$ cat src/rtl/zoom_control_pkg.sv
// Shared encodings for the zoom selection: level codes, one-hot algorithm
// codes and the request FSM states, plus the algorithm-code validity check.
// Optional feature macro used by the design: ZOOM_CTRL_WRAP_EN.
package zoom_control_pkg;

  localparam logic [1:0] ZOOM_2X = 2'b00;
  localparam logic [1:0] ZOOM_4X = 2'b01;
  localparam logic [1:0] ZOOM_8X = 2'b10;

  localparam logic [3:0] ALG_REPX = 4'b0001;
  localparam logic [3:0] ALG_VIN  = 4'b0010;
  localparam logic [3:0] ALG_VOUT = 4'b0100;
  localparam logic [3:0] ALG_MBCS = 4'b1000;

  typedef enum logic [1:0] {
    ST_IDLE  = 2'b00,
    ST_START = 2'b01,
    ST_BUSY  = 2'b10
  } state_t;

  // True only for the four legal algorithm codes (exactly one bit set).
  function automatic logic is_valid_alg(input logic [3:0] code);
    return (code == ALG_REPX) || (code == ALG_VIN) ||
           (code == ALG_VOUT) || (code == ALG_MBCS);
  endfunction

endpackage

$ cat src/rtl/zoom_control_input_debounce.sv
// One-bit input conditioner: 2-FF synchroniser followed by a stability
// counter. The output only takes a new value after the synchronised input
// has stayed unchanged for DEBOUNCE_CYCLES cycles.
// Ports:
//   clk, reset  system clock, synchronous active-high reset
//   din         raw asynchronous input
//   dout        debounced level (RESET_VAL after reset)
module zoom_control_input_debounce #(
  parameter int unsigned DEBOUNCE_CYCLES = 1000000,
  parameter logic        RESET_VAL       = 1'b0
) (
  input  logic clk,
  input  logic reset,
  input  logic din,
  output logic dout
);

  localparam int unsigned CNT_W = (DEBOUNCE_CYCLES > 1) ? $clog2(DEBOUNCE_CYCLES) : 1;
  localparam logic [CNT_W-1:0] CNT_MAX = CNT_W'(DEBOUNCE_CYCLES - 1);

  logic             sync1;
  logic             sync2;
  logic             sync_prev;
  logic [CNT_W-1:0] cnt;

  // Synchroniser, change detector and saturating stability counter.
  always_ff @(posedge clk) begin
    if (reset) begin
      sync1     <= RESET_VAL;
      sync2     <= RESET_VAL;
      sync_prev <= RESET_VAL;
      cnt       <= '0;
      dout      <= RESET_VAL;
    end else begin
      sync1     <= din;
      sync2     <= sync1;
      sync_prev <= sync2;
      if (sync2 != sync_prev) begin
        cnt <= '0;
      end else if (cnt == CNT_MAX) begin
        dout <= sync_prev;
      end else begin
        cnt <= cnt + CNT_W'(1);
      end
    end
  end

endmodule

$ cat src/rtl/zoom_control.sv
// Zoom selection producer: debounces the two zoom keys and the four
// algorithm switches, steps the zoom level, validates the algorithm code and
// issues a one-cycle start request whenever the committed configuration
// changes (coalescing changes that arrive while a job is running).
// Macro: ZOOM_CTRL_WRAP_EN - when defined the level wraps 8x->2x / 2x->8x
// instead of saturating.
// Ports:
//   clk, reset          system clock, synchronous active-high reset
//   key_zoom_in_n       raw active-low zoom-in key
//   key_zoom_out_n      raw active-low zoom-out key
//   sw[3:0]             raw algorithm switches
//   proc_done           pipeline job-finished pulse
//   zoom_level_select   00=2x, 01=4x, 10=8x
//   zoom_type_select    validated one-hot algorithm, 0000 when invalid
//   sw_invalid          debounced switches not exactly one-hot
//   start               one-cycle job request
//   busy                job outstanding
module zoom_control
  import zoom_control_pkg::*;
#(
  parameter int unsigned DEBOUNCE_CYCLES = 1000000
) (
  input  logic       clk,
  input  logic       reset,
  input  logic       key_zoom_in_n,
  input  logic       key_zoom_out_n,
  input  logic [3:0] sw,
  input  logic       proc_done,
  output logic [1:0] zoom_level_select,
  output logic [3:0] zoom_type_select,
  output logic       sw_invalid,
  output logic       start,
  output logic       busy
);

  logic       key_in_db;
  logic       key_out_db;
  logic [3:0] sw_db;

  logic       key_in_prev;
  logic       key_out_prev;
  logic       press_in;
  logic       press_out;

  logic [1:0] level_next;
  logic [3:0] type_next;
  logic       invalid_next;
  logic       cfg_change;

  state_t     state;
  state_t     state_next;
  logic       pending;
  logic       pending_next;
  logic       start_next;
  logic       busy_next;

  // Keys idle high; switches come out of reset as 0000.
  zoom_control_input_debounce #(
    .DEBOUNCE_CYCLES (DEBOUNCE_CYCLES),
    .RESET_VAL       (1'b1)
  ) u_db_key_in (
    .clk   (clk),
    .reset (reset),
    .din   (key_zoom_in_n),
    .dout  (key_in_db)
  );

  zoom_control_input_debounce #(
    .DEBOUNCE_CYCLES (DEBOUNCE_CYCLES),
    .RESET_VAL       (1'b1)
  ) u_db_key_out (
    .clk   (clk),
    .reset (reset),
    .din   (key_zoom_out_n),
    .dout  (key_out_db)
  );

  for (genvar i = 0; i < 4; i++) begin : g_sw_db
    zoom_control_input_debounce #(
      .DEBOUNCE_CYCLES (DEBOUNCE_CYCLES),
      .RESET_VAL       (1'b0)
    ) u_db_sw (
      .clk   (clk),
      .reset (reset),
      .din   (sw[i]),
      .dout  (sw_db[i])
    );
  end

  // Press = falling edge of the debounced (active-low) key.
  always_ff @(posedge clk) begin
    if (reset) begin
      key_in_prev  <= 1'b1;
      key_out_prev <= 1'b1;
      press_in     <= 1'b0;
      press_out    <= 1'b0;
    end else begin
      key_in_prev  <= key_in_db;
      key_out_prev <= key_out_db;
      press_in     <= key_in_prev & ~key_in_db;
      press_out    <= key_out_prev & ~key_out_db;
    end
  end

  // Next level/type and change detection; simultaneous presses cancel.
  always_comb begin
    level_next = zoom_level_select;
    if (press_in && !press_out) begin
      case (zoom_level_select)
        ZOOM_2X: level_next = ZOOM_4X;
        ZOOM_4X: level_next = ZOOM_8X;
`ifdef ZOOM_CTRL_WRAP_EN
        ZOOM_8X: level_next = ZOOM_2X;
`else
        ZOOM_8X: level_next = ZOOM_8X;
`endif
        default: level_next = ZOOM_2X;
      endcase
    end else if (press_out && !press_in) begin
      case (zoom_level_select)
`ifdef ZOOM_CTRL_WRAP_EN
        ZOOM_2X: level_next = ZOOM_8X;
`else
        ZOOM_2X: level_next = ZOOM_2X;
`endif
        ZOOM_4X: level_next = ZOOM_2X;
        ZOOM_8X: level_next = ZOOM_4X;
        default: level_next = ZOOM_2X;
      endcase
    end
    invalid_next = !is_valid_alg(sw_db);
    type_next    = invalid_next ? 4'b0000 : sw_db;
    cfg_change   = (level_next != zoom_level_select) || (type_next != zoom_type_select);
  end

  // Configuration registers update regardless of the request FSM.
  always_ff @(posedge clk) begin
    if (reset) begin
      zoom_level_select <= ZOOM_2X;
      zoom_type_select  <= 4'b0000;
      sw_invalid        <= 1'b1;
    end else begin
      zoom_level_select <= level_next;
      zoom_type_select  <= type_next;
      sw_invalid        <= invalid_next;
    end
  end

  // Request FSM next state; a change in the START cycle re-arms pending.
  always_comb begin
    state_next   = state;
    pending_next = pending;
    case (state)
      ST_IDLE: begin
        if (pending && !sw_invalid) state_next = ST_START;
      end
      ST_START: begin
        state_next   = ST_BUSY;
        pending_next = 1'b0;
      end
      ST_BUSY: begin
        if (proc_done) state_next = ST_IDLE;
      end
      default: state_next = ST_IDLE;
    endcase
    if (cfg_change) pending_next = 1'b1;
    start_next = (state_next == ST_START);
    busy_next  = (state_next == ST_BUSY);
  end

  // Request FSM state and registered outputs.
  always_ff @(posedge clk) begin
    if (reset) begin
      state   <= ST_IDLE;
      pending <= 1'b0;
      start   <= 1'b0;
      busy    <= 1'b0;
    end else begin
      state   <= state_next;
      pending <= pending_next;
      start   <= start_next;
      busy    <= busy_next;
    end
  end

endmodule

$ cat config.mk
export PLATFORM = sky130hd
export DESIGN_NAME = zoom_control
export DESIGN_NICKNAME = d
export VERILOG_FILES = /design/src/rtl/zoom_control_pkg.sv /design/src/rtl/zoom_control_input_debounce.sv /design/src/rtl/zoom_control.sv
export SDC_FILE = /design/constraint.sdc
export NUM_CORES = 1
export LEC_CHECK = 0
export CAP_MARGIN = 20
export CORE_UTILIZATION = 51
export CTS_CLUSTER_SIZE = 12
export DETAILED_ROUTE_END_ITERATION = 10
export PLACE_DENSITY = 0.69
export SETUP_SLACK_MARGIN = 0.4
export SYNTH_ARGS = -nofsm -noshare
export SYNTH_HDL_FRONTEND = slang
export SYNTH_SLANG_ARGS = --single-unit
$ cat constraint.sdc
create_clock -name clk -period 2.7 [get_ports clk]
set_clock_uncertainty 0.05 [all_clocks]
set_input_delay 0.54 -clock clk [delete_from_list [all_inputs] [get_ports clk]]
set_output_delay 0.54 -clock clk [all_outputs]
set_load 0.02 [all_outputs]
==> impl_metrics.yaml, run 1 <==
timing:
  finalCritPeriodShare_pct: 77.62
  worst_pin_slew_ns: 0.5840
  worst_slack_ns: 0.6042
  period_needed_ns: 2.096
  relSlewSlack_pct: 61.07
  setup_tns_ns: 0
  rsz0062_at_grt: "false"
  setup_violations: 0
  slew_viol_final: 0
  hold_violations: 0
  fmax_mhz: 477.2
placed_design:
  post-place-cells: 1024
  pre_cts_slack_ns: 0.6516
  place_congestion: 0.8128
  portBuffers: 17
  dp_hpwl_mm: 10.58
detailed_routing:
  vias_per_cell: 5.958
  drt_wl_total_mm: 15.10
  drt_pass1_iterations: 7
  num_vias: 6274
  ant_nets: 0
  drtIter0Drc: 380
  drc: 0
  wl_per_cell_um: 14.34
pwr:
  powerDensity_mw_per_mm2: 594.5
  leakagePower_nw: 2.678
  ir_worst_vdd_v: 0.0004579
synthesis:
  seq_area_frac_synth_pct: 43.10
  syn_inst: 860
  netlist_area_mm2: 0.007432
  synth-async-reset-ratio_pct: 0
  synth_fp_nets: 877
  syn_avg_cell_area_um2: 8.642
  synth_flop_cell: "dfxtp_1"
  synth_edf_count: 0
  synth_warnings: 0
  yosysUniqueCellTypes: 65
  ys_ff_latch: 160
setup_path:
  path_max_fanout: 5
  ff2ff_setup_slack_ns: 0.63
  crit_type: "reg -> out"
  slowest_delay_ns: 0.66
  required_ns: 2.11
  crit_path_start_kind: "register"
  crit_family: "buffers and inverters"
  cp.arrival_ns: 1.51
  reg2reg_depth: 4
  crit_chain: "clkdlybuf4s50_1"
  cp-end-kind: "output pin"
  critPathBufInv: 1
  reg2reg_to: "u_db_key_in.cnt[19]"
  cp_slowest_cell: "clkdlybuf4s50_1"
  regToRegStartpoint: "u_db_key_in.cnt[2]"
cells_and_area:
  fin_nets: 880
  n_antenna_cell: 0
  mostFrequentLayoutCells: "160 x dfxtp_1, 62 x a21oi_1, 61 x nand2_1, 48 x nor2_1, 47 x o21ai_0"
  drive_above_1_share_pct: 7.102
  final_common_cell: "dfxtp_1"
  postLayoutCoreUtil_pct: 58.91
  fin_cells: 1053
  area_delta_synth_final_pct: 11.31
global_routing:
  antenna_found_initial: 0
  grt_pass1_vias: 5988
  grt_usage_pct: 21.28
  grt_max_degree: 25
  grt_pass1_wl_mm: 25.96
  overflow: 0
clock_network:
  cts_hold_buffers: 0
  clk_latency_ns: 0.42
  cts_buffers: 17
  cts_tree: "built"
  postCtsSetupRepairBufs: 0
  cts.sinks: 160
  clk_path_buf_depth: 2
  clk_pin_slew_ns: 0.06
  ctsResizeCount: 0
  cts_root_buf: "clkbuf_16"
  htree_num_levels: 4
hold_path:
  holdPathEnd: "u_db_key_out.sync2"
  min_path_type: "reg -> reg"
  hold_path_depth: 1
  min_from: "u_db_key_out.sync1"
floorplan:
  initial_core_util_pct: 52.93
  fp.dieH_um: 122.7
  core_mm2: 0.01404
  die_area_mm2: 0.01506
  io_pins: 18
  die_w_um: 122.7
  num_rows: 43
run:
  maxCapViolations: 0
status:
  status: "finished clean"
[how the worst max path moves through the flow]
stage	to	slack, ns	start	cells past startpoint
6_report	zoom_level_select[0]	0.60	zoom_level_select[0]	1
5_1_grt	u_db_key_out.cnt[18]	0.45	u_db_key_out.cnt[2]	4
4_1_cts	zoom_level_select[0]	0.57	zoom_level_select[0]	1
3_5_place_dp	u_db_key_in.cnt[19]	0.65	u_db_key_in.cnt[2]	4
3_3_place_gp	g_sw_db[1].u_db_sw.dout	0.68	g_sw_db[1].u_db_sw.cnt[10]	4
2_1_floorplan	g_sw_db[1].u_db_sw.dout	0.71	g_sw_db[1].u_db_sw.cnt[10]	4
[power breakdown]
group / internal [mW] / leakage (nW) / switching, mW
sequential: 2.39 / 1.29 / 0.0308
combinational: 0.0567 / 1.10 / 0.0943
clock: 1.45 / 0.282 / 0.889
[flip-flops by register name (all words and copies together) (netlist names), 2 cells and up]
register / flops
g_sw_db.u_db_sw.cnt: 80
zoom_level_select: 2
g_sw_db.u_db_sw.sync1: 4
g_sw_db.u_db_sw.dout: 4
g_sw_db.u_db_sw.sync2: 4
state: 2
g_sw_db.u_db_sw.sync_prev: 4
zoom_type_select: 4
u_db_key_out.cnt: 20
u_db_key_in.cnt: 20
[routing by layer]
metal	vias to the layer above	GRT usage, %	routed length [um]
met5	-	0	0
met4	0	6.860	118
met3	10	5.623	497
met2	101	36.31	7212
met1	2975	25.89	7270
li1	3188	-	-
[synth_stat cells, drive strengths merged (13+ instances only)]
library cell    n  area (um^2)
a211oi         13        97.59
xor2           29        254.0
dfxtp         160         3203
and4           14        123.9
a31oi          13        81.33
o31ai          23        172.7
and3           16        101.4
or2            21        131.4
clkbuf         33        123.9
nor2           48        180.2
nor3           25        125.1
xnor2          20        175.2
nand4          26        168.9
nand3          43        220.2
and2           13        81.33
o21ai          47        235.2
nand2          61        229.0
a21oi          62        310.3
or4            34        259.0
inv            25        93.84
or3            32        200.2
[stage by stage]
step                instance area (um^2)  total power [mW]  hold slack, ns
CTS                                 8273             4.975          0.3568
global route                        8273             5.095          0.3733
global placement                    7707             2.620          0.3446
finish                              8273             4.918          0.3564
detailed placement                  7707             2.627          0.3432
floorplan                           7432             2.583          0.3395
[final cells by class]
type                       instances  area (um^2)
inverter                          25        93.84
tap                              180        225.2
multi-input combinational        639         3998
clock inverter                     8        115.1
fill                            1220         5769
sequential                       160         3203
timing repair buffer              20        187.7
clock buffer                      21        450.4
[kinds of logic (layout without fill, tap and decap cells)]
logic type	Yosys count	in the layout	share of synthesized area, %
xor+xnor	49	49	5.774
compound gates	185	185	15.10
fa+ha+maj	8	8	1.347
buf+inv	61	74	3.114
mux	9	9	1.212
flops	160	160	43.10
simple gates	388	388	30.35
Power figures use the tool's default switching activity.
==> run 2, diff against run 1 <==
--- a/config.mk
+++ b/config.mk
@@ -9,7 +9,7 @@
 export CORE_UTILIZATION = 51
 export CTS_CLUSTER_SIZE = 12
 export DETAILED_ROUTE_END_ITERATION = 10
-export PLACE_DENSITY = 0.69
+export PLACE_DENSITY = 0.71
 export SETUP_SLACK_MARGIN = 0.4
 export SYNTH_ARGS = -nofsm -noshare
 export SYNTH_HDL_FRONTEND = slang
==> constraint.sdc (replaced) <==
create_clock -name clk -period 1.9 [get_ports clk]
set_clock_uncertainty 0.05 [all_clocks]
set_input_delay 0.38 -clock clk [delete_from_list [all_inputs] [get_ports clk]]
set_output_delay 0.38 -clock clk [all_outputs]
set_load 0.02 [all_outputs]
==> run 2 against run 1 <==
The flow now finishes with violations (setup timing). Largest cell class unchanged. Setup slack got worse by 0.73 ns. Clock-buffer cell count decreased by 1. Critical path type is now reg -> reg. Final area increased by 29%. Sequential power increased by 41%. Combinational power increased by 120%. Sequential share of layout area decreased by 7.1 points. Final cell count increased by 13%. First-iteration DRC count increased by 33%. Worst hold slack got worse by 0.020 ns. Via count increased by 15%.
==> impl_metrics.yaml, run 2 (synthesized netlist as in run 1, its figures left out) <==
setup_path:
  crit_path_start_kind: "register"
  crit_type: "reg -> reg"
  cp-end-kind: "register"
  required_ns: 2.17
  crit_start: "g_sw_db[1].u_db_sw.cnt[10]"
  cp.arrival_ns: 2.29
  regToRegStartpoint: "g_sw_db[1].u_db_sw.cnt[10]"
  path_max_fanout: 2
floorplan:
  core_mm2: 0.01404
  io_pins: 18
  fp.dieH_um: 122.7
  initial_core_util_pct: 52.93
  num_rows: 43
  die_area_mm2: 0.01506
  die_w_um: 122.7
run:
  maxCapViolations: 0
cells_and_area:
  regArea_mm2: 0.003367
  top_regs: "g_sw_db.u_db_sw.cnt (80), u_db_key_in.cnt (20), u_db_key_out.cnt (20)"
  multi_input_area_mm2: 0.005040
  fin_nets: 1010
  fillCellCount: 896
  mostFrequentLayoutCells: "98 x buf_4, 83 x dfxtp_1, 50 x nand2_1, 50 x dfxtp_2, 46 x nor2_1"
  largest_register_ffs: 80
  final_common_cell: "buf_4"
  drive_above_1_share_pct: 45.53
  n_antenna_cell: 0
  regMostFlops: "g_sw_db.u_db_sw.cnt"
  postLayoutCoreUtil_pct: 75.84
  area_delta_synth_final_pct: 43.30
pwr:
  powerDensity_mw_per_mm2: 690.7
  finalPower_mw: 7.356
  leakagePower_nw: 3.799
  ir_worst_vdd_v: 0.0006288
global_routing:
  grt_max_degree: 28
  grt_pass1_wl_mm: 31.06
  overflow: 0
  grt_usage_pct: 25.71
  antenna_found_initial: 0
  grt_pass1_vias: 6879
detailed_routing:
  drt_wl_total_mm: 20.73
  num_vias: 7203
  vias_per_cell: 6.073
  drc: 0
  drtIter0Drc: 507
  ant_nets: 0
  drt_pass1_iterations: 7
  wl_per_cell_um: 17.48
timing:
  slew_viol_final: 0
  setup_violations: 4
  period_needed_ns: 2.021
  whs_ns: 0.3366
  relSlewSlack_pct: 66.93
  rsz0062_at_grt: "true"
  finalCritPeriodShare_pct: 106.4
  fmax_mhz: 494.8
  hold_violations: 0
  worst_slack_ns: -0.1208
  worst_pin_slew_ns: 0.4942
hold_path:
  min_from: "reset"
  min_path_type: "in -> reg"
clock_network:
  htree_num_levels: 4
  clk_pin_slew_ns: 0.06
  cts_root_buf: "clkbuf_16"
  cts.sinks: 160
  cts_tree: "built"
  clk_path_buf_depth: 2
  clk_latency_ns: 0.43
  cts_buffers: 17
placed_design:
  portBuffers: 17
  place_congestion: 0.8567
  dp_hpwl_mm: 11.65
status:
  status: "complete, but fails checks"
  violations: "setup timing"
[run 2: cell types whose count changed in the layout (fill, tap and decap cells not counted), sizes merged]
cell | previous run | this run
clkinvlp | 0 | 3
clkdlybuf4s15 | 0 | 1
clkdlybuf4s50 | 16 | 7
inv | 25 | 26
buf | 4 | 141
[run 2: layer usage]
metal  part of all wire, %  vias to the layer above  routed length, um  GRT usage, %
met3                   3.9                       47                809         4.879
li1                      -                     3457                  -             -
met2                    51                      202              10600         44.84
met5                     0                        -                  0             0
met4                   2.6                        0                544         10.29
met1                    42                     3497               8781         30.94
[run 2: path summary, 6_finish.rpt]
path,to,slack [ns],depth (start not counted)
max,g_sw_db[1].u_db_sw.dout,-0.12,4
min,g_sw_db[0].u_db_sw.sync2,0.34,3
max reg2reg,g_sw_db[1].u_db_sw.dout,-0.12,4
min reg2reg,u_db_key_out.sync2,0.36,1
[run 2: critical path: stages, from the launching register on]
cell and delay (ns):
dfxtp_1 0.31, or4b_4 0.55, or4_4 0.43, or3_1 0.32, a32o_1 0.25
[run 2: final cells by class]
class	count	share of cell area, %
Clock buffer	20	4.394
Inverter	25	0.9281
Tap cell	180	2.115
Timing Repair Buffer	150	12.15
Multi-Input combinational cell	639	47.32
Sequential cell	160	31.61
Clock inverter	12	1.480
[run 2: power by group]
part	internal, mW	total (mW)	switching, mW	leakage (nW)
Clock	2.19	3.59	1.41	0.298
Sequential	3.37	3.43	0.0587	1.34
Combinational	0.144	0.330	0.186	2.16
[run 2: metrics by stage]
stage	cells	setup slack, ns	instance area (um^2)	TNS, ns
after detailed placement	1067	-0.1005	8312	-0.1533
after CTS	1166	-0.1144	9912	-0.1710
after global placement	1067	-0.1138	8312	-0.1138
after global routing	1186	-0.1540	10650	-0.5351
final	1186	-0.1208	10650	-0.2093
after floorplan	860	-0.08747	7809	-0.08747
[run 2: what timing repair did]
action,CTS,global route
endpoints found under the setup margin,109,110
gates resized for setup,186,148
buffers inserted,67,20
pin swaps,72,65
hold buffers,0,0
==> run 3, diff against run 2 <==
--- a/config.mk
+++ b/config.mk
@@ -13,4 +13,5 @@
 export SETUP_SLACK_MARGIN = 0.4
 export SYNTH_ARGS = -nofsm -noshare
 export SYNTH_HDL_FRONTEND = slang
+export SYNTH_HIERARCHICAL = 1
 export SYNTH_SLANG_ARGS = --single-unit
==> run 3 against run 2 <==
The flow now finishes without violations. Final area shrank 6.4%. Area after synthesis grew 1.0%. Clock power shrank 13%. Total power shrank 6.3%. Synthesized cell count decreased by 0.35%. Final cell count fell by 3.0%. Maximum frequency increased by 11%. Wire length fell by 8.7%. First-iteration DRC count decreased by 1.6%. Clock-buffer cell count increased by 2. Setup slack gained 0.20 ns. Sequential share of layout area increased by 2.0 points. Largest cell class unchanged.
==> impl_metrics.yaml, run 3 <==
pwr:
  power.switching_mw: 1.568
  seq_power_share_pct: 49.9
  ir_worst_vdd_v: 0.0006239
  finalPower_mw: 6.892
  cell_internal_pwr_mw: 5.324
  clkPwrFrac_pct: 45.4
  switching_share_pct: 22.75
  powerDensity_mw_per_mm2: 691.7
  combPwrFrac_pct: 4.7
  leakagePower_nw: 3.332
run:
  maxCapViolations: 0
clock_network:
  cts_root_buf: "clkbuf_16"
  clk_path_buf_depth: 2
  clk_pin_slew_ns: 0.06
  cts_tree: "built"
  htree_num_levels: 4
  cts_buffers: 17
  cts_hold_buffers: 0
  clk_latency_ns: 0.42
  cts.sinks: 160
setup_path:
  cp_slowest_cell: "or4b_4"
  crit_start: "g_sw_db[2].u_db_sw/cnt[8]"
  path_max_fanout: 5
  crit_chain: "or4b_4 -> or4_4 -> o21ai_1 -> nor3b_2"
  cp-end-kind: "register"
  crit_family: "simple AND/OR/NAND/NOR gates"
  crit_type: "reg -> reg"
  crit_path_start_kind: "register"
  cp.arrival_ns: 2.12
  regToRegStartpoint: "g_sw_db[2].u_db_sw/cnt[8]"
  required_ns: 2.19
  critPathBufInv: 0
  slowest_delay_ns: 0.56
global_routing:
  grt_max_degree: 23
  antenna_found_initial: 0
  overflow: 0
  grt_pass1_wl_mm: 29.58
  grt_pass1_vias: 6545
  grt_usage_pct: 24.21
cells_and_area:
  postLayoutCoreUtil_pct: 70.69
  top_regs: "g_sw_db.u_db_sw/cnt (80), u_db_key_in/cnt (20), u_db_key_out/cnt (20)"
  fin_cells: 1151
  final_common_cell: "dfxtp_1"
  finish.instance_area_mm2: 0.009965
  regMostFlops: "g_sw_db.u_db_sw/cnt"
  mostFrequentLayoutCells: "94 x dfxtp_1, 67 x buf_4, 55 x nor2_1, 54 x a21oi_1, 53 x nand2_1"
  largest_register_ffs: 80
  fin_nets: 976
  area_delta_synth_final_pct: 32.71
  n_antenna_cell: 0
  drive_above_1_share_pct: 36.77
synthesis:
  ys_ff_latch: 160
  syn_avg_cell_area_um2: 8.761
  seq_area_frac_synth_pct: 42.66
  synth_fp_nets: 874
  yosysUniqueCellTypes: 48
  yosys-top-cells-count: "160 x dfxtp_1, 73 x a21oi_1, 60 x nor2_1"
  synth_flop_cell: "dfxtp_1"
  ys_top_cells_by_area: "dfxtp_1 43%, a21oi_1 4.9%, xnor2_1 4.3%"
  synth_top_area_cell: "dfxtp_1"
  yosys.area.top_type_share_pct: 42.66
  syn_inst: 857
  netlist_area_mm2: 0.007508
  yosysMostFrequentCell: "dfxtp_1"
  synth_warnings: 6
  synth-async-reset-ratio_pct: 0
  synth_edf_count: 0
timing:
  worst_slack_ns: 0.07458
  period_needed_ns: 1.825
  hold_violations: 0
  slew_viol_final: 0
  relSlewSlack_pct: 62.08
  finalCritPeriodShare_pct: 96.07
  setup_violations: 0
  rsz0062_at_grt: "true"
  setup_tns_ns: 0
  worst_pin_slew_ns: 0.5667
  whs_ns: 0.3377
  fmax_mhz: 547.8
placed_design:
  place_congestion: 0.8806
  post-place-cells: 1055
  pre_cts_slack_ns: 0.07883
  dp_hpwl_mm: 11.35
  portBuffers: 17
  post_dp_cell_area_mm2: 0.008147
floorplan:
  num_rows: 43
  core_mm2: 0.01410
  die_w_um: 123.3
  initial_core_util_pct: 53.27
  die_area_mm2: 0.01521
  io_pins: 18
  fp.dieH_um: 123.3
detailed_routing:
  num_vias: 7009
  drt_wl_total_mm: 18.92
  wl_per_cell_um: 16.44
  vias_per_cell: 6.089
  ant_nets: 0
  drtIter0Drc: 499
  drc: 0
  drt_pass1_iterations: 5
hold_path:
  min_path_type: "in -> reg"
  min_from: "reset"
status:
  status: "finished clean"
-- run 3: cell count changes after synthesis, sizes merged, moves of 12 or more --
cell | previous run | this run
xor2 | 29 | 15
nor2 | 48 | 60
nor4 | 10 | 27
xnor2 | 20 | 37
or4 | 34 | 22
clkbuf | 33 | 14
-- run 3: worst register-to-register path, delay by kind of cell (launching register included) --
family,cells,cell delay [ns]
simple gates,3,1.22
flops,1,0.34
compound gates,1,0.14
-- run 3: cell families (layout without fill, tap and decap cells) --
kind of cell	Yosys count	count (layout)	share of synthesized area (%)
buffers and inverters	35	149	1.850
adders and majority gates	8	8	1.333
DFF	160	160	42.66
and+or+nand+nor	411	411	32.38
muxes	15	15	2.000
AOI/OAI and AO/OA	176	176	13.71
xor gates and xnor gates	52	52	6.066
-- run 3: worst paths after layout --
| path | end | slack (ns) | cells past startpoint |
|---|---|---|---|
| worst max register to register | g_sw_db[2].u_db_sw/cnt[0] | 0.07 | 4 |
| worst max-delay path | g_sw_db[2].u_db_sw/cnt[0] | 0.07 | 4 |
| worst min-delay path | g_sw_db[2].u_db_sw/sync_prev | 0.34 | 2 |
| worst min register to register | press_out | 0.36 | 2 |
-- run 3: layout make-up --
cell class	count	area (um^2)
clock buffer	22	485.5
sequential	160	3351
tap	180	225.2
multi-input combinational	662	4986
clock inverter	9	57.56
fill	996	4131
inverter	20	78.83
timing repair buffer	98	780.7
-- run 3: what timing repair did --
action | 4_1_cts | 5_1_grt
buffers inserted | 50 | 15
resized for setup | 134 | 117
endpoints found under the hold margin | 0 | 0
pin swaps | 35 | 50
setup endpoints to repair | 98 | 108
-- run 3: per-layer routing --
metal  GRT usage [%]  up-vias  part of all wire [%]
met2           43.19      144                    52
met3           5.489       17                   3.4
met5               0        -                     0
met1           29.16     3443                    43
li1                -     3405                     -
met4           6.175        0                  0.87
-- run 3: power by group through the flow --
stage	clock network (mW)	registers, mW	logic [mW]
4_1_cts	3.18	3.44	0.288
3_5_place_dp	0	3.53	0.242
2_1_floorplan	0	3.51	0.160
6_report	3.13	3.44	0.323
3_3_place_gp	0	3.52	0.234
5_1_grt	3.33	3.44	0.353
